--- config.mk ---
export PLATFORM = sky130hd
export DESIGN_NAME = nshift_framer
export DESIGN_NICKNAME = d
export VERILOG_FILES = /design/src/rtl/nshift_pkg.sv /design/src/rtl/nshift_word_fifo.sv /design/src/rtl/nshift_framer.sv
export SDC_FILE = /design/constraint.sdc
export NUM_CORES = 1
export LEC_CHECK = 0
export CORE_UTILIZATION = 45
export CTS_CLUSTER_SIZE = 14
export DETAILED_ROUTE_END_ITERATION = 8
export DONT_BUFFER_PORTS = 1
export HOLD_SLACK_MARGIN = 0.02
export PLACE_DENSITY = 0.71
export SLEW_MARGIN = 30
export SYNTH_ARGS = -nofsm -noshare
export SYNTH_HDL_FRONTEND = slang
export SYNTH_HIERARCHICAL = 1
export SYNTH_SLANG_ARGS = --single-unit
--- constraint.sdc ---
create_clock -name clk -period 5.5 [get_ports clk]
set_input_delay 0.55 -clock clk [delete_from_list [all_inputs] [get_ports clk]]
set_output_delay 0.55 -clock clk [all_outputs]
set_load 0.02 [all_outputs]
--- src/rtl/nshift_pkg.sv ---
// Shared types and constants for the shift-register word framer.
package nshift_pkg;
  typedef enum logic {HUNT = 1'b0, LOCK = 1'b1} state_t;
  localparam logic [3:0] SYNC_DEFAULT = 4'b1011;
  localparam int FIFO_DEPTH = 2;
endpackage

--- src/rtl/nshift_word_fifo.sv ---
// Two-entry word FIFO; head is presented combinationally from storage, 0 when empty.
module nshift_word_fifo
  import nshift_pkg::*;
#(
  parameter int N = 4
) (
  input  logic         clk,
  input  logic         rst,
  input  logic         push,
  input  logic [N-1:0] push_data,
  input  logic         pop,
  output logic [N-1:0] head,
  output logic         full,
  output logic         empty
);
  logic [N-1:0] mem [FIFO_DEPTH];
  logic         wr_ptr, rd_ptr;
  logic [1:0]   count;
  logic         do_push, do_pop;

  assign full    = (count == 2'(FIFO_DEPTH));
  assign empty   = (count == 2'd0);
  assign do_pop  = pop && !empty;
  // A pop on the same edge frees the slot the push lands in.
  assign do_push = push && (!full || do_pop);
  assign head    = empty ? '0 : mem[rd_ptr];

  always_ff @(posedge clk) begin
    if (rst) begin
      wr_ptr <= 1'b0;
      rd_ptr <= 1'b0;
      count  <= 2'd0;
      for (int i = 0; i < FIFO_DEPTH; i++) mem[i] <= '0;
    end else begin
      if (do_push) begin
        mem[wr_ptr] <= push_data;
        wr_ptr      <= ~wr_ptr;
      end
      if (do_pop) rd_ptr <= ~rd_ptr;
      count <= count + 2'(do_push) - 2'(do_pop);
    end
  end
endmodule

--- src/rtl/nshift_framer.sv ---
// Hunts for SYNC in the shift-register window, then slices every N shifted bits into a word.
module nshift_framer
  import nshift_pkg::*;
#(
  parameter int           N    = 4,
  parameter logic [N-1:0] SYNC = N'(SYNC_DEFAULT)
) (
  input  logic         clk,
  input  logic         rst,
  input  logic [N-1:0] sh_out,
  input  logic         sh_en,
  input  logic         sh_dir,
  input  logic         word_ready,
  output logic [N-1:0] word_out,
  output logic         word_valid,
  output logic         locked,
  output logic         overflow
);
  localparam int CW = (N > 1) ? $clog2(N) : 1;

  state_t        state;
  logic [CW-1:0] bit_cnt;
  logic          upd, dir_q;
  logic          dir_chg, capture, pop, full, empty;

  // upd marks the cycle where sh_out already holds the freshly shifted bit.
  assign dir_chg    = (state == LOCK) && (sh_dir != dir_q);
  assign capture    = (state == LOCK) && upd && !dir_chg && (bit_cnt == CW'(N - 1));
  assign word_valid = !empty;
  assign pop        = word_valid && word_ready;

  nshift_word_fifo #(.N(N)) u_fifo (
    .clk       (clk),
    .rst       (rst),
    .push      (capture),
    .push_data (sh_out),
    .pop       (pop),
    .head      (word_out),
    .full      (full),
    .empty     (empty)
  );

  always_ff @(posedge clk) begin
    if (rst) begin
      state    <= HUNT;
      bit_cnt  <= '0;
      upd      <= 1'b0;
      dir_q    <= sh_dir;
      locked   <= 1'b0;
      overflow <= 1'b0;
    end else begin
      upd      <= sh_en;
      dir_q    <= sh_dir;
      overflow <= capture && full && !pop;
      case (state)
        HUNT: begin
          if (upd && sh_out == SYNC) begin
            state   <= LOCK;
            bit_cnt <= '0;
            locked  <= 1'b1;
          end
        end
        LOCK: begin
          if (dir_chg) begin
            state   <= HUNT;
            bit_cnt <= '0;
            locked  <= 1'b0;
          end else if (upd) begin
            bit_cnt <= (bit_cnt == CW'(N - 1)) ? '0 : bit_cnt + 1'b1;
          end
        end
        default: begin
          state  <= HUNT;
          locked <= 1'b0;
        end
      endcase
    end
  end
endmodule

==> flow_metrics.tcl, run 1 <==
set metrics [dict create \
    status "finished, final reports clean" \
    async_reset_ff_share_pct 0 \
    setup_viol 0 \
    reg2reg_to "u_fifo/count[1]" \
    vias_per_cell 5.16 \
    coreArea_um2 2000 \
    cp-start-kind "flip-flop" \
    cp-endpoint "u_fifo/count[1]" \
    r2r_start "u_fifo/count[0]" \
    vias 593 \
    design_area_um2 1050 \
    synth_area_leaders "dfxtp_1, edfxtp_1, and2_1, mux2i_1, nor2b_1" \
    critPathSlowestCell "dfxtp_1" \
    worstHoldStart "sh_dir" \
    final_nets 100 \
    grt_pass1_wl_mm 2.57 \
    end_kind "flip-flop" \
    setup_tns_ns 0 \
    final_cell_mix "dfxtp_1, nor2_1, and2_1, edfxtp_1, nor2b_1" \
    syn_nets 97 \
    die_y_um 48.5 \
    row_count 16 \
    placedInstanceArea_um2 1000 \
    crit_type "flip-flop to flip-flop" \
    crit_required_ns 5.68 \
    synth_area_um2 975 \
    drtIter0Drc 8 \
    synthFlopType "dfxtp_1" \
    portBuffers 0 \
    reg_top3 "u_fifo/mem (8), bit_cnt (2), u_fifo/count (2)" \
    max-cap-violations 0 \
    overflow 0 \
    regMostFlops "u_fifo/mem" \
    cts_buffers 3 \
    fin_crit_ns 2.25 \
    slew_viol_final 0 \
    r2r_setup_slack_ns 3.25 \
    clock_sinks 20 \
    place_congestion 0.699 \
    fin_skew_ns 0.00754 \
    powerDensity_nw_per_um2 266 \
    hold-path-cell-count 0 \
    yosysSeqAreaShare_pct 49.3 \
    htreeDepth 1 \
    avgSynthCellArea_um2 11.3 \
    clkLatencyLatePin_ns 0.29 \
    clock-root-buffer "clkbuf_4" \
    num_antenna_cells 0 \
    yosys_warnings 6 \
    cts.repair.resized 0 \
    synth_top_area_share_pct 24.6 \
    rsz0062_at_grt "no" \
    syn_inst 86 \
    fmax_mhz 444 \
    slew_headroom_pct 70.1 \
    first_global_vias 624 \
    worst_pin_slew_ns 0.447 \
    clockBufferDepth 2 \
    drcViolationCount 0 \
    cpPeakStageDelay_ns 0.47 \
    largest_register_ffs 8 \
    pin_count 16 \
    firstDrtPassIters 2 \
    min_path_type "input port to flip-flop" \
    power_uw 280 \
    wl_per_cell_um 12.5 \
    postRouteAntennaNets 0 \
    die_w_um 48.5 \
    grt_usage_pct 14.1 \
    yosysUniqueCellTypes 33 \
    antenna_found_initial 0 \
    period_share_pct 40.9 \
    final_common_cell "dfxtp_1" \
    synth_edf_count 8 \
    fillers 179 \
    path_clk_slew_ns 0.11 \
    p_leak_nw 0.385 \
    finalHoldViolCount 0 \
    vdd_ir_drop_max_mv 0.147 \
    r2r_cells 8 \
    worstPathCellList "nor2_1, nor2b_1, and2b_2, o21ai_0, o21ai_0, ha_1, nor2b_1, mux2_1" \
    start_util_pct 48.7 \
    critical_path_arrival_ns 2.43 \
    wirelength_mm 1.44 \
    tritoncts "done" \
    die_area_um2 2360 \
    ys_ff_latch 20 \
    drive_gt1_share_pct 14.8 \
    crit_fanout 7 \
    cts_setup_buffers 0 \
    hold_buffers 0 \
    synth_area_leader_cell "dfxtp_1" \
    area_growth_pct 7.96 \
    crit_path_start "u_fifo/count[0]" \
    grt_max_degree 18 \
]
## cell usage after synthesis (2+ instances only)
cell type	count
nand3_1	3
nor2_1	8
and2b_2	2
ha_1	2
nand2_1	2
nor2b_1	5
and2_1	8
inv_1	3
edfxtp_1	8
nand2b_1	2
dfxtp_1	12
mux2i_1	4
and4bb_1	2
o21ai_0	3
a21oi_1	4
## critical path, delay by kind of cell (launching register included)
kind | cells | cell delay [ns]
simple gates | 4 | 0.93
flops | 1 | 0.47
mux | 1 | 0.28
compound gates | 2 | 0.26
fa+ha+maj | 1 | 0.20
## worst min path at each step
stage	to	slack (ns)
2_1_floorplan	bit_cnt[1]	0.45
3_3_place_gp	bit_cnt[1]	0.46
3_5_place_dp	bit_cnt[1]	0.46
4_1_cts	dir_q	0.26
5_1_grt	dir_q	0.24
6_report	dir_q	0.27
## cell families (layout without fill, tap and decap cells)
group / after synthesis / after routing / synth area share (%)
AND/OR/NAND/NOR: 41 / 41 / 31.3
flip-flops: 20 / 20 / 49.3
adder cells (fa/ha/maj): 2 / 2 / 2.57
XOR/XNOR: 2 / 2 / 2.57
buffers and inverters: 5 / 7 / 2.05
multiplexers: 5 / 5 / 5.26
AO/OA/AOI/OAI: 11 / 11 / 6.93
## metal layers
layer / GRT usage [%] / up-vias / part of all wire [%]
met1: 15.0 / 270 / 46
li1: - / 308 / -
met2: 24.6 / 13 / 46
met3: 5.66 / 2 / 6.8
met5: 0 / - / 0
met4: 5.88 / 0 / 0.97
## through the flow
stage                     instances  worst slack [ns]  util (%)  hold WS, ns
after global placement          111              3.40      49.9        0.459
final                           115              3.25      52.6        0.272
after detailed placement        111              3.25      49.9        0.464
after floorplan                  86              3.48         -        0.445
after CTS                       115              3.25      52.6        0.262
after global routing            115              3.00      52.6        0.244
## power breakdown
part / internal [mW] / leakage (nW) / switching (mW) / total, mW
Sequential: 0.157 / 0.177 / 0.00164 / 0.159
Combinational: 0.00262 / 0.181 / 0.00302 / 0.00565
Clock: 0.0736 / 0.0279 / 0.0423 / 0.116
## cell type report
cell class	count	area, µm²	area share [%]
flip-flops and latches	20	480	45.7
well taps	27	33.8	3.21
clock inverters	1	30.0	2.85
inverters	3	11.3	1.07
multi-input cells	61	474	45.1
clock buffers	3	22.5	2.14
Note: power is estimated with default switching activity, not from simulation.
==> inputs of run 2 (changes only) <==
- clock period: 5.5 -> 2.4 ns (I/O delays scaled with it)
==> run 2 against run 1 <==
Total power is 130% higher. Largest cell class unchanged. Via count rose by 2.4%. Clock-buffer cell count unchanged. Critical path type unchanged. Utilization rose by 1.1 points. Non-clock buffer count is 2 higher.
==> flow_metrics.tcl, run 2 (synthesis results as in run 1) <==
set metrics [dict create \
    vias_per_cell 5.19 \
    min_path_type "input port to flip-flop" \
    clockBufferDepth 2 \
    vias 607 \
    clock-root-buffer "clkbuf_4" \
    overflow 0 \
    fin_crit_ns 2.12 \
    die_w_um 48.5 \
    r2r_cells 8 \
    drtIter0Drc 8 \
    grt_pass1_wl_mm 2.67 \
    regMostFlops "u_fifo/mem" \
    coreArea_um2 2000 \
    hold-path-cell-count 1 \
    worst_pin_slew_ns 0.483 \
    crit_type "flip-flop to flip-flop" \
    placedInstanceArea_um2 1000 \
    reg_top3 "u_fifo/mem (8), bit_cnt (2), u_fifo/count (2)" \
    clkLatencyLatePin_ns 0.29 \
    slew_headroom_pct 67.7 \
    die_y_um 48.5 \
    period_share_pct 88.4 \
    whs_ns 0.0687 \
    htreeDepth 1 \
    setup_tns_ns 0 \
    fmax_mhz 471 \
    place_congestion 0.699 \
    first_global_vias 630 \
    rsz0062_at_grt "no" \
    fin_skew_ns 0.00744 \
    status "finished, final reports clean" \
    crit_fanout 7 \
    powerDensity_nw_per_um2 601 \
    vdd_ir_drop_max_mv 0.337 \
    drive_gt1_share_pct 15.6 \
    slew_viol_final 0 \
    dp.cells 111 \
    finalHoldViolCount 0 \
    clock_sinks 20 \
    final_cell_mix "dfxtp_1, nor2_1, and2_1, edfxtp_1" \
    crit_required_ns 2.58 \
    wirelength_mm 1.48 \
    pin_count 16 \
    p_leak_nw 0.395 \
    setup_viol 0 \
    postRouteAntennaNets 0 \
    tritoncts "done" \
    start_util_pct 48.7 \
    end_kind "flip-flop" \
    design_area_um2 1070 \
    row_count 16 \
    die_area_um2 2360 \
    firstDrtPassIters 4 \
    wl_per_cell_um 12.7 \
    final_common_cell "dfxtp_1" \
    final_cells 117 \
    cts_setup_buffers 0 \
    largest_register_ffs 8 \
    layout_setup_ws_ns 0.278 \
    grt_usage_pct 14.7 \
    cp-start-kind "flip-flop" \
    critical_path_arrival_ns 2.30 \
    cts_buffers 3 \
    antenna_found_initial 0 \
    grt_max_degree 13 \
    r2r_setup_slack_ns 0.28 \
    portBuffers 0 \
    place_worst_setup_slack_ns 0.149 \
    max-cap-violations 0 \
    drcViolationCount 0 \
    area_growth_pct 10.3 \
    num_antenna_cells 0 \
    path_clk_slew_ns 0.11 \
    final_nets 102 \
]
## run 2: cell types whose count changed in the layout (fill, tap and decap cells not counted), sizes merged
cell,change
dlygate4sd3,+2
## run 2: worst paths after layout
kind                                      start              end
worst min-delay path                      sh_en              upd
worst min register to register       bit_cnt[1]       bit_cnt[1]
worst max register to register  u_fifo/count[0]  u_fifo/count[1]
worst max-delay path            u_fifo/count[0]  u_fifo/count[1]
## run 2: worst max-delay path, stage by stage, from the launching register on
cell and delay (ns):
dfxtp_1 0.47, nor2_1 0.18, nor2b_2 0.27, and2b_2 0.25
o21ai_0 0.14, o21ai_0 0.11, ha_1 0.20, nor2b_1 0.12
mux2_1 0.28
## run 2: layout make-up
| class | instances | area [µm²] |
|---|---|---|
| clock buffer | 3 | 22.5 |
| clock inverter | 1 | 30.0 |
| fill | 180 | 927 |
| inverter | 3 | 11.3 |
| multi-input combinational | 61 | 477 |
| sequential | 20 | 480 |
| tap | 27 | 33.8 |
| timing repair buffer | 2 | 20.0 |
## run 2: power by group
part / switching (mW) / leakage [nW] / internal [mW]
Clock: 0.0962 / 0.0279 / 0.169
Combinational: 0.00894 / 0.190 / 0.00827
Sequential: 0.00376 / 0.177 / 0.360
## run 2: routing by layer
layer | vias up | GRT usage [%] | wire [µm]
met3 | 2 | 5.66 | 110
met2 | 15 | 25.6 | 721
li1 | 311 | - | -
met5 | - | 0 | 0
met1 | 279 | 16.0 | 635
met4 | 0 | 5.88 | 14
## run 2: repair_timing
item                                    in CTS  in global routing
hold buffers                                 2                  0
resized for setup                            0                  1
endpoints found under the setup margin       0                  1
endpoints found under the hold margin        8                  0
## run 2: metrics by stage
stage          utilization [%]  total power [mW]
5_1_grt                   53.7             0.670
3_3_place_gp              49.9             0.384
4_1_cts                   53.6             0.655
6_report                  53.7             0.646
2_1_floorplan                -             0.385
3_5_place_dp              49.9             0.385
